File: src/rtl/mem_wb_stage_if.sv
// Data-memory port of the back half of the pipeline (EX/MEM -> memory -> MEM/WB).
// Handshake: the master holds Mem_Req high with Mem_We/Mem_Addr/Mem_WData stable until the
// slave raises Mem_Ack. Mem_RData is sampled in the Mem_Ack cycle. Mem_Ack while Mem_Req is low means nothing.
interface mem_wb_stage_if;
    logic        Mem_Req;
    logic        Mem_We;
    logic [15:0] Mem_Addr;
    logic [15:0] Mem_WData;
    logic [15:0] Mem_RData;
    logic        Mem_Ack;

    modport master (
        output Mem_Req, Mem_We, Mem_Addr, Mem_WData,
        input  Mem_RData, Mem_Ack
    );

    modport slave (
        input  Mem_Req, Mem_We, Mem_Addr, Mem_WData,
        output Mem_RData, Mem_Ack
    );
endinterface

File: src/rtl/mem_wb_stage.sv
// EX/MEM and MEM/WB pipeline registers, data-memory access FSM with wait/timeout,
// forwarding selects for execute, and the register-file write port.
module mem_wb_stage #(
    parameter int unsigned TIMEOUT = 15
) (
    input  logic                 clk,
    input  logic                 rest,
    input  logic [15:0]          Controll_Signals_In,
    input  logic [15:0]          AluResult_In,
    input  logic [15:0]          Read1_In,
    input  logic [3:0]           Rd_In,
    input  logic [3:0]           Rt_In,
    input  logic [3:0]           Src1_Reg,
    input  logic [3:0]           Src2_Reg,
    mem_wb_stage_if.master       mem,
    output logic                 MemStall,
    output logic                 Mem_Err,
    output logic [1:0]           ForwardA,
    output logic [1:0]           ForwardB,
    output logic [15:0]          EXMEMData,
    output logic [15:0]          MEMWBData,
    output logic                 WB_En,
    output logic [3:0]           WB_Reg,
    output logic [15:0]          WB_Data,
    output logic [1:0]           dbg_state_o
);
    typedef enum logic [1:0] {
        IDLE   = 2'd0,
        ACCESS = 2'd1,
        DONE   = 2'd2
    } state_t;

    localparam logic [7:0] TIMEOUT_C = TIMEOUT[7:0];

    state_t      state_q;
    logic [7:0]  wait_cnt_q;
    logic        err_q;

    logic        exm_regwrite_q, exm_memtoreg_q, exm_memread_q, exm_memwrite_q;
    logic [15:0] exm_alu_q, exm_sdata_q;
    logic [3:0]  exm_dest_q;

    logic        wb_regwrite_q;
    logic [3:0]  wb_dest_q;
    logic [15:0] wb_data_q;

    logic        in_memop, memop, in_access, timed_out;
    logic [15:0] rdata;
    logic [3:0]  in_dest;

    wire unused_ctrl_bits = ^Controll_Signals_In[10:0];

    assign in_memop  = Controll_Signals_In[12] | Controll_Signals_In[11];
    assign in_dest   = Controll_Signals_In[13] ? Rd_In : Rt_In;
    assign memop     = exm_memread_q | exm_memwrite_q;
    assign in_access = (state_q == ACCESS);

    // An ack in the same cycle as the timeout wins: real data, no error.
    assign timed_out = in_access & ~mem.Mem_Ack & (wait_cnt_q >= TIMEOUT_C);
    assign MemStall  = in_access & ~mem.Mem_Ack & (wait_cnt_q < TIMEOUT_C);
    assign rdata     = (in_access & mem.Mem_Ack) ? mem.Mem_RData : 16'h0000;

    assign mem.Mem_Req   = memop & in_access;
    assign mem.Mem_We    = exm_memwrite_q;
    assign mem.Mem_Addr  = exm_alu_q;
    assign mem.Mem_WData = exm_sdata_q;

    assign EXMEMData   = exm_alu_q;
    assign MEMWBData   = wb_data_q;
    assign WB_En       = wb_regwrite_q;
    assign WB_Reg      = wb_dest_q;
    assign WB_Data     = wb_data_q;
    assign Mem_Err     = err_q;
    assign dbg_state_o = state_q;

    // Loads in EX/MEM never forward from EX/MEM; the hazard unit owns load-use.
    always_comb begin
        ForwardA = 2'b00;
        ForwardB = 2'b00;
        if (exm_regwrite_q && !exm_memtoreg_q && exm_dest_q == Src1_Reg) ForwardA = 2'b10;
        else if (wb_regwrite_q && wb_dest_q == Src1_Reg)                 ForwardA = 2'b01;
        if (exm_regwrite_q && !exm_memtoreg_q && exm_dest_q == Src2_Reg) ForwardB = 2'b10;
        else if (wb_regwrite_q && wb_dest_q == Src2_Reg)                 ForwardB = 2'b01;
    end

    always_ff @(posedge clk or negedge rest) begin
        if (!rest) begin
            state_q        <= IDLE;
            wait_cnt_q     <= 8'd0;
            err_q          <= 1'b0;
            exm_regwrite_q <= 1'b0;
            exm_memtoreg_q <= 1'b0;
            exm_memread_q  <= 1'b0;
            exm_memwrite_q <= 1'b0;
            exm_alu_q      <= 16'h0000;
            exm_sdata_q    <= 16'h0000;
            exm_dest_q     <= 4'd0;
            wb_regwrite_q  <= 1'b0;
            wb_dest_q      <= 4'd0;
            wb_data_q      <= 16'h0000;
        end else begin
            if (!MemStall) begin
                exm_regwrite_q <= Controll_Signals_In[15];
                exm_memtoreg_q <= Controll_Signals_In[14];
                exm_memread_q  <= Controll_Signals_In[12];
                exm_memwrite_q <= Controll_Signals_In[11];
                exm_alu_q      <= AluResult_In;
                exm_sdata_q    <= Read1_In;
                exm_dest_q     <= in_dest;
                wb_regwrite_q  <= exm_regwrite_q;
                wb_dest_q      <= exm_dest_q;
                wb_data_q      <= exm_memtoreg_q ? rdata : exm_alu_q;
            end else begin
                wb_regwrite_q  <= 1'b0;
            end

            if (timed_out) err_q <= 1'b1;

            // DONE would only be held by an external freeze; with none, completion
            // hands straight over to the next instruction like IDLE does.
            case (state_q)
                ACCESS: begin
                    if (MemStall) begin
                        wait_cnt_q <= wait_cnt_q + 8'd1;
                    end else begin
                        wait_cnt_q <= 8'd0;
                        state_q    <= in_memop ? ACCESS : IDLE;
                    end
                end
                default: begin
                    wait_cnt_q <= 8'd0;
                    state_q    <= in_memop ? ACCESS : IDLE;
                end
            endcase
        end
    end
endmodule

File: src/flat_wrapper.sv
// flat-port wrapper written by rule: the top's interface ports become plain ports
module mem_wb_stage_flat 
#(
    parameter int unsigned TIMEOUT = 15
)
  (clk, rest, Controll_Signals_In, AluResult_In, Read1_In, Rd_In, Rt_In, Src1_Reg, Src2_Reg, MemStall, Mem_Err, ForwardA, ForwardB, EXMEMData, MEMWBData, WB_En, WB_Reg, WB_Data, dbg_state_o, mem_Mem_Req, mem_Mem_We, mem_Mem_Addr, mem_Mem_WData, mem_Mem_RData, mem_Mem_Ack);
  mem_wb_stage_if mem_i ();
  input  logic clk;
  input  logic rest;
  input  logic [15:0] Controll_Signals_In;
  input  logic [15:0] AluResult_In;
  input  logic [15:0] Read1_In;
  input  logic [3:0] Rd_In;
  input  logic [3:0] Rt_In;
  input  logic [3:0] Src1_Reg;
  input  logic [3:0] Src2_Reg;
  output logic MemStall;
  output logic Mem_Err;
  output logic [1:0] ForwardA;
  output logic [1:0] ForwardB;
  output logic [15:0] EXMEMData;
  output logic [15:0] MEMWBData;
  output logic WB_En;
  output logic [3:0] WB_Reg;
  output logic [15:0] WB_Data;
  output logic [1:0] dbg_state_o;
  output wire logic [$bits(mem_i.Mem_Req)-1:0] mem_Mem_Req;
  output wire logic [$bits(mem_i.Mem_We)-1:0] mem_Mem_We;
  output wire logic [$bits(mem_i.Mem_Addr)-1:0] mem_Mem_Addr;
  output wire logic [$bits(mem_i.Mem_WData)-1:0] mem_Mem_WData;
  input wire logic [$bits(mem_i.Mem_RData)-1:0] mem_Mem_RData;
  input wire logic [$bits(mem_i.Mem_Ack)-1:0] mem_Mem_Ack;
  assign mem_Mem_Req = mem_i.Mem_Req;
  assign mem_Mem_We = mem_i.Mem_We;
  assign mem_Mem_Addr = mem_i.Mem_Addr;
  assign mem_Mem_WData = mem_i.Mem_WData;
  assign mem_i.Mem_RData = mem_Mem_RData;
  assign mem_i.Mem_Ack = mem_Mem_Ack;
  mem_wb_stage #(.TIMEOUT(TIMEOUT)) u_core (.clk(clk), .rest(rest), .Controll_Signals_In(Controll_Signals_In), .AluResult_In(AluResult_In), .Read1_In(Read1_In), .Rd_In(Rd_In), .Rt_In(Rt_In), .Src1_Reg(Src1_Reg), .Src2_Reg(Src2_Reg), .mem(mem_i), .MemStall(MemStall), .Mem_Err(Mem_Err), .ForwardA(ForwardA), .ForwardB(ForwardB), .EXMEMData(EXMEMData), .MEMWBData(MEMWBData), .WB_En(WB_En), .WB_Reg(WB_Reg), .WB_Data(WB_Data), .dbg_state_o(dbg_state_o));
endmodule
File: config.mk
export PLATFORM = sky130hd
export DESIGN_NAME = mem_wb_stage_flat
export DESIGN_NICKNAME = d
export VERILOG_FILES = /design/src/rtl/mem_wb_stage_if.sv /design/src/rtl/mem_wb_stage.sv /design/src/flat_wrapper.sv
export SDC_FILE = /design/constraint.sdc
export NUM_CORES = 1
export LEC_CHECK = 0
export ABC_AREA = 1
export CORE_ASPECT_RATIO = 1.75
export CORE_UTILIZATION = 43
export DETAILED_ROUTE_END_ITERATION = 7
export PLACE_DENSITY = 0.86
export SLEW_MARGIN = 20
export SYNTH_ARGS = -nofsm -noshare
export SYNTH_HDL_FRONTEND = slang
export SYNTH_SLANG_ARGS = --single-unit
File: constraint.sdc
create_clock -name clk -period 4.52 [get_ports clk]
set_input_delay 0.904 -clock clk [delete_from_list [all_inputs] [get_ports clk]]
set_output_delay 0.904 -clock clk [all_outputs]
set_load 0.02 [all_outputs]
### Yosys cells after proc, flatten, opt, wreduce, memory -nomap -nowiden

Index checks and enable logic that the tools add are counted.

* add/sub/neg operators: 1
* multipliers: 0
* div/mod/pow operators: 0
* $lt $le $gt $ge: 2
* equality and inequality tests: 6
* shift operators: 0
* muxes and demuxes: 13
* bitwise operators: 8
* reductions and logical operators: 6

Operator list (number)
* $mux 16: 2
* $eq 4x4->1: 4
* $mux 8: 2
* $add 8x1->8 const B: 1
* $ge 8x4->1 const B: 1
* $lt 8x4->1 const B: 1
* $mux 2: 4
* $and 1x1->1: 5
* $logic_and 1x1->1: 5
* $mux 1: 4
* $mux 4: 1
* $eq 2x1->1 const B: 1
* $ne 2x2->1 const B: 1
* $or 1x1->1: 2
* $logic_not 1->1: 1
* $not 1->1: 1

* register bits after elaboration: 72
* bits in latches: 0
* memory bits (writable): 0
* memory bits (read-only): 0
* input port bits: 83
* output and inout port bits: 95
* logic and storage cells: 49
* memories kept: 0

### Longest topological paths before layout

* depth in word-level cells: 5
* depth in mapped cells: 10
* gate-level depth less buffers: 8

### Worst setup path before layout

Ideal clock, no wire load.

* path kind: input port to output port
* start point: input Src1_Reg[0]
* end point: output ForwardA[0]
* data arrival time: 1664 ps
* required time: 3616 ps
* slack: 1952 ps
* stages: 6
* buffers on the path: 0
* cells stage by stage: inv_1 > nor2_1 > nor2_1 > nand3_1 > nor2_1 > nor2_1

* word-level cells in the longest chain between the ends: 4
* elaborated cells on any way between the ends: 6
* classes of those cells: eq/ne: 2; mux: 2; reduce/logical: 2

RTL lines
* start, declared: line flat_wrapper.sv:15 `input logic [3:0] Src1_Reg;`
* $eq 4x4->1: line mem_wb_stage.sv:81 `else if (wb_regwrite_q && wb_dest_q == Src1_Reg) ForwardA = 2'b01;`
* $logic_and 1x1->1: line mem_wb_stage.sv:81
* $mux 1: line mem_wb_stage.sv:81
* $mux 2 *: line mem_wb_stage.sv:80 `if (exm_regwrite_q && !exm_memtoreg_q && exm_dest_q == Src1_Reg) ForwardA = 2'b10;`
* end, declared: line flat_wrapper.sv:19 `output logic [1:0] ForwardA;`

Every way passes the cells marked *; elsewhere a longest branch is shown, timed or not.

### Worst setup path after layout

* start point: input Src1_Reg[3]
* end point: output ForwardA[0]

The elaborated chain is that of the path after synthesis.

==> flow_metrics.env <==
export IMPL_synthCells=449
export IMPL_whs_ps=472
export IMPL_irDropWorstVdd_mv=0.284
export IMPL_place_congestion=0.888
export IMPL_antenna_found_initial=0
export IMPL_hold_end="u_core.Mem_Err"
export IMPL_area_growth_pct=48.4
export IMPL_grt_max_degree=72
export IMPL_num_antenna_cells=0
export IMPL_num_vias=3200
export IMPL_hold_buffers=0
export IMPL_slew_limit_headroom_pct=40.1
export IMPL_ant_nets=0
export IMPL_tightest_slew_ps=898
export IMPL_synth_seq_cells=71
export IMPL_hold_path_class="reg -> reg"
export IMPL_finClkSkew_ps=6.42
export IMPL_cts_resized=0
export IMPL_setup_tns_ps=0
export IMPL_utilization_pct=65.3
export IMPL_post_route_drc_count=0
export IMPL_end_kind="primary output"
export IMPL_hpwl_mm=6.71
export IMPL_ys_warn_count=0
export IMPL_outcome="complete, no violations"
export IMPL_root_buffer="clkbuf_16"
export IMPL_grt_pass1_vias=3204
export IMPL_critical_path_class="in -> out"
export IMPL_cts_tree="yes"
export IMPL_num_io_pins=178
export IMPL_clockBufferDepth=2
export IMPL_r2r_end="u_core.mem.Mem_WData[14]"
export IMPL_wl_per_cell_um=13.7
export IMPL_grt_overflow=0
export IMPL_numCtsBuffers=9
export IMPL_crit_arrival_ps=2560
export IMPL_clk_pin_slew_worst_paths_ps=50
export IMPL_dieWidth_um=70
export IMPL_dr_pass1_iters=6
export IMPL_globalRouteTotalUtil_pct=22.3
export IMPL_min_path_cells=2
export IMPL_timing_final_crit_period_ps=3460
export IMPL_startpoint="Src1_Reg[3]"
export IMPL_syn_avg_cell_area_um2=7.75
export IMPL_drive_above_1_share_pct=3.94
export IMPL_cts_max_level=3
export IMPL_drv_slew=0
export IMPL_seq_area_frac_synth_pct=51.1
export IMPL_rsz0062_at_grt="no"
export IMPL_dieArea_mm2=0.00847
export IMPL_path_max_fanout=4
export IMPL_r2r_start="u_core.wait_cnt_q[0]"
export IMPL_grt_pass1_wl_mm=14.8
export IMPL_clk_latency_ps=320
export IMPL_initial_core_util_pct=44.0
export IMPL_hp_start="u_core.Mem_Err"
export IMPL_hold_viol=0
export IMPL_ys_types=22
export IMPL_synth_area_mm2=0.00348
export IMPL_routed_wl_mm=9.23
export IMPL_reg2regPathDepth=9
export IMPL_io_buffers=165
export IMPL_setup_viol=0
export IMPL_required_ps=3620
export IMPL_fin_crit_sh_pct=76.5
export IMPL_fin_nets=665
export IMPL_drt_iter0_markers=262
export IMPL_core_area_mm2=0.00791
export IMPL_cts_setup_buffers=0
export IMPL_nFillCells=685
export IMPL_cp_start_kind="primary input"
export IMPL_fp_dieH_um=121
export IMPL_vias_per_cell=4.75
export IMPL_fmax_ghz=0.289
export IMPL_rows=43
export IMPL_cts_sinks=71
export IMPL_rrSetupSlack_ps=2730
export IMPL_p_per_area_mw_per_mm2=326
export IMPL_leakage_nw=2.53
export IMPL_cap_violations=0
flip-flops by register name, summed over array words and instances (netlist names):
signal                 flops
u_core.Mem_Err             1
u_core.WB_En               1
u_core.mem.Mem_We          1
u_core.exm_memread_q       1
u_core.MEMWBData          16
u_core.EXMEMData          16
u_core.exm_regwrite_q      1
u_core.WB_Reg              4
u_core.exm_memtoreg_q      1
u_core.mem.Mem_WData      16
u_core.wait_cnt_q          8
u_core.exm_dest_q          4
u_core.dbg_state_o         1
kinds of logic (layout without fill, tap and decap cells):
| kind of cell | count (synthesis) | in the layout | synth area share (%) |
|---|---|---|---|
| adder cells (fa/ha/maj) | 1 | 1 | 0.360 |
| AO/OA/AOI/OAI | 25 | 25 | 3.67 |
| buffers and inverters | 74 | 205 | 12.9 |
| flip-flops | 71 | 71 | 51.1 |
| AND/OR/NAND/NOR | 269 | 269 | 29.6 |
| multiplexers | 4 | 4 | 1.29 |
| other | 1 | 5 | 0.108 |
| XOR/XNOR | 4 | 4 | 1.01 |
cell usage after synthesis:
library cell	count	area share, %
nor2_2	2	0.36
buf_2	10	1.4
buf_4	36	7.8
xnor2_1	1	0.25
mux2_2	4	1.3
clkbuf_1	2	0.22
dfrtp_1	71	51
nor3_1	1	0.14
o21ai_0	24	3.5
xor2_1	3	0.76
conb_1	1	0.11
nand2_1	237	26
ha_1	1	0.36
clkinv_1	1	0.11
nand4_1	1	0.18
nand3_1	4	0.58
inv_2	1	0.11
buf_6	3	0.97
nand2_4	1	0.32
nor2_1	23	2.5
o211ai_1	1	0.22
inv_1	21	2.3
report_power, final:
part           internal (W)  switching, W  total (W)
Sequential         0.000678     0.0000418   0.000720
Combinational      0.000186      0.000175   0.000361
Clock              0.000363      0.000238   0.000601
worst max path at each step:
stage	slack, ps	to	cells past startpoint
floorplan	1950	ForwardA[0]	6
global placement	1140	ForwardB[0]	8
detailed placement	1080	ForwardA[0]	8
CTS	1070	ForwardA[0]	8
global route	990	ForwardB[0]	8
finish	1060	ForwardA[0]	8
cell type report:
class | instances | area, µm² | area share (%)
Inverter | 23 | 86.3 | 1.67
Sequential cell | 71 | 1780 | 34.4
Clock buffer | 12 | 236 | 4.58
Tap cell | 90 | 113 | 2.18
Clock inverter | 2 | 10.0 | 0.194
Multi-Input combinational cell | 308 | 1270 | 24.6
Timing Repair Buffer | 168 | 1670 | 32.4
critical path, cell delays in order:
cell and delay (ps):
clkdlybuf4s50_1 470, inv_1 70, nand2_1 50, o21ai_0 90, nor2_1 160, nand2_1 60, nor2_1 120, clkdlybuf4s50_1 630
layout by cell type (no fill, tap or decap), types with 2 or more instances in the layout:
cell / netlist / layout
clkinv_2: 0 / 2
nand2_1: 237 / 237
clkbuf_16: 0 / 9
clkbuf_1: 2 / 3
xor2_1: 3 / 3
clkdlybuf4s50_1: 0 / 164
nand3_1: 4 / 4
buf_4: 36 / 4
inv_1: 21 / 21
nor2_2: 2 / 2
mux2_2: 4 / 4
nor2_1: 23 / 23
o21ai_0: 24 / 24
conb_1: 1 / 5
dfrtp_1: 71 / 71
layer usage:
layer  vias up  share of wire [%]  global-route usage, %  wire length (µm)
li1       1580                  -                      -                 -
met1      1484                 38                   25.2              3490
met2       115                 55                   40.3              5040
met3        21                4.5                   3.41               413
met4         0                3.1                   11.1               282
met5         -                  0                      0                 0
through the flow:
step	instance area, µm²	std cells	setup WS [ps]	total power [W]
floorplan	3490	453	1950	0.000905
global placement	4920	660	1140	0.00108
detailed placement	4920	660	1080	0.00109
CTS	5160	674	1070	0.00170
global route	5160	674	985	0.00176
finish	5160	674	1060	0.00168
No activity file was read; power rests on OpenSTA's default activity.
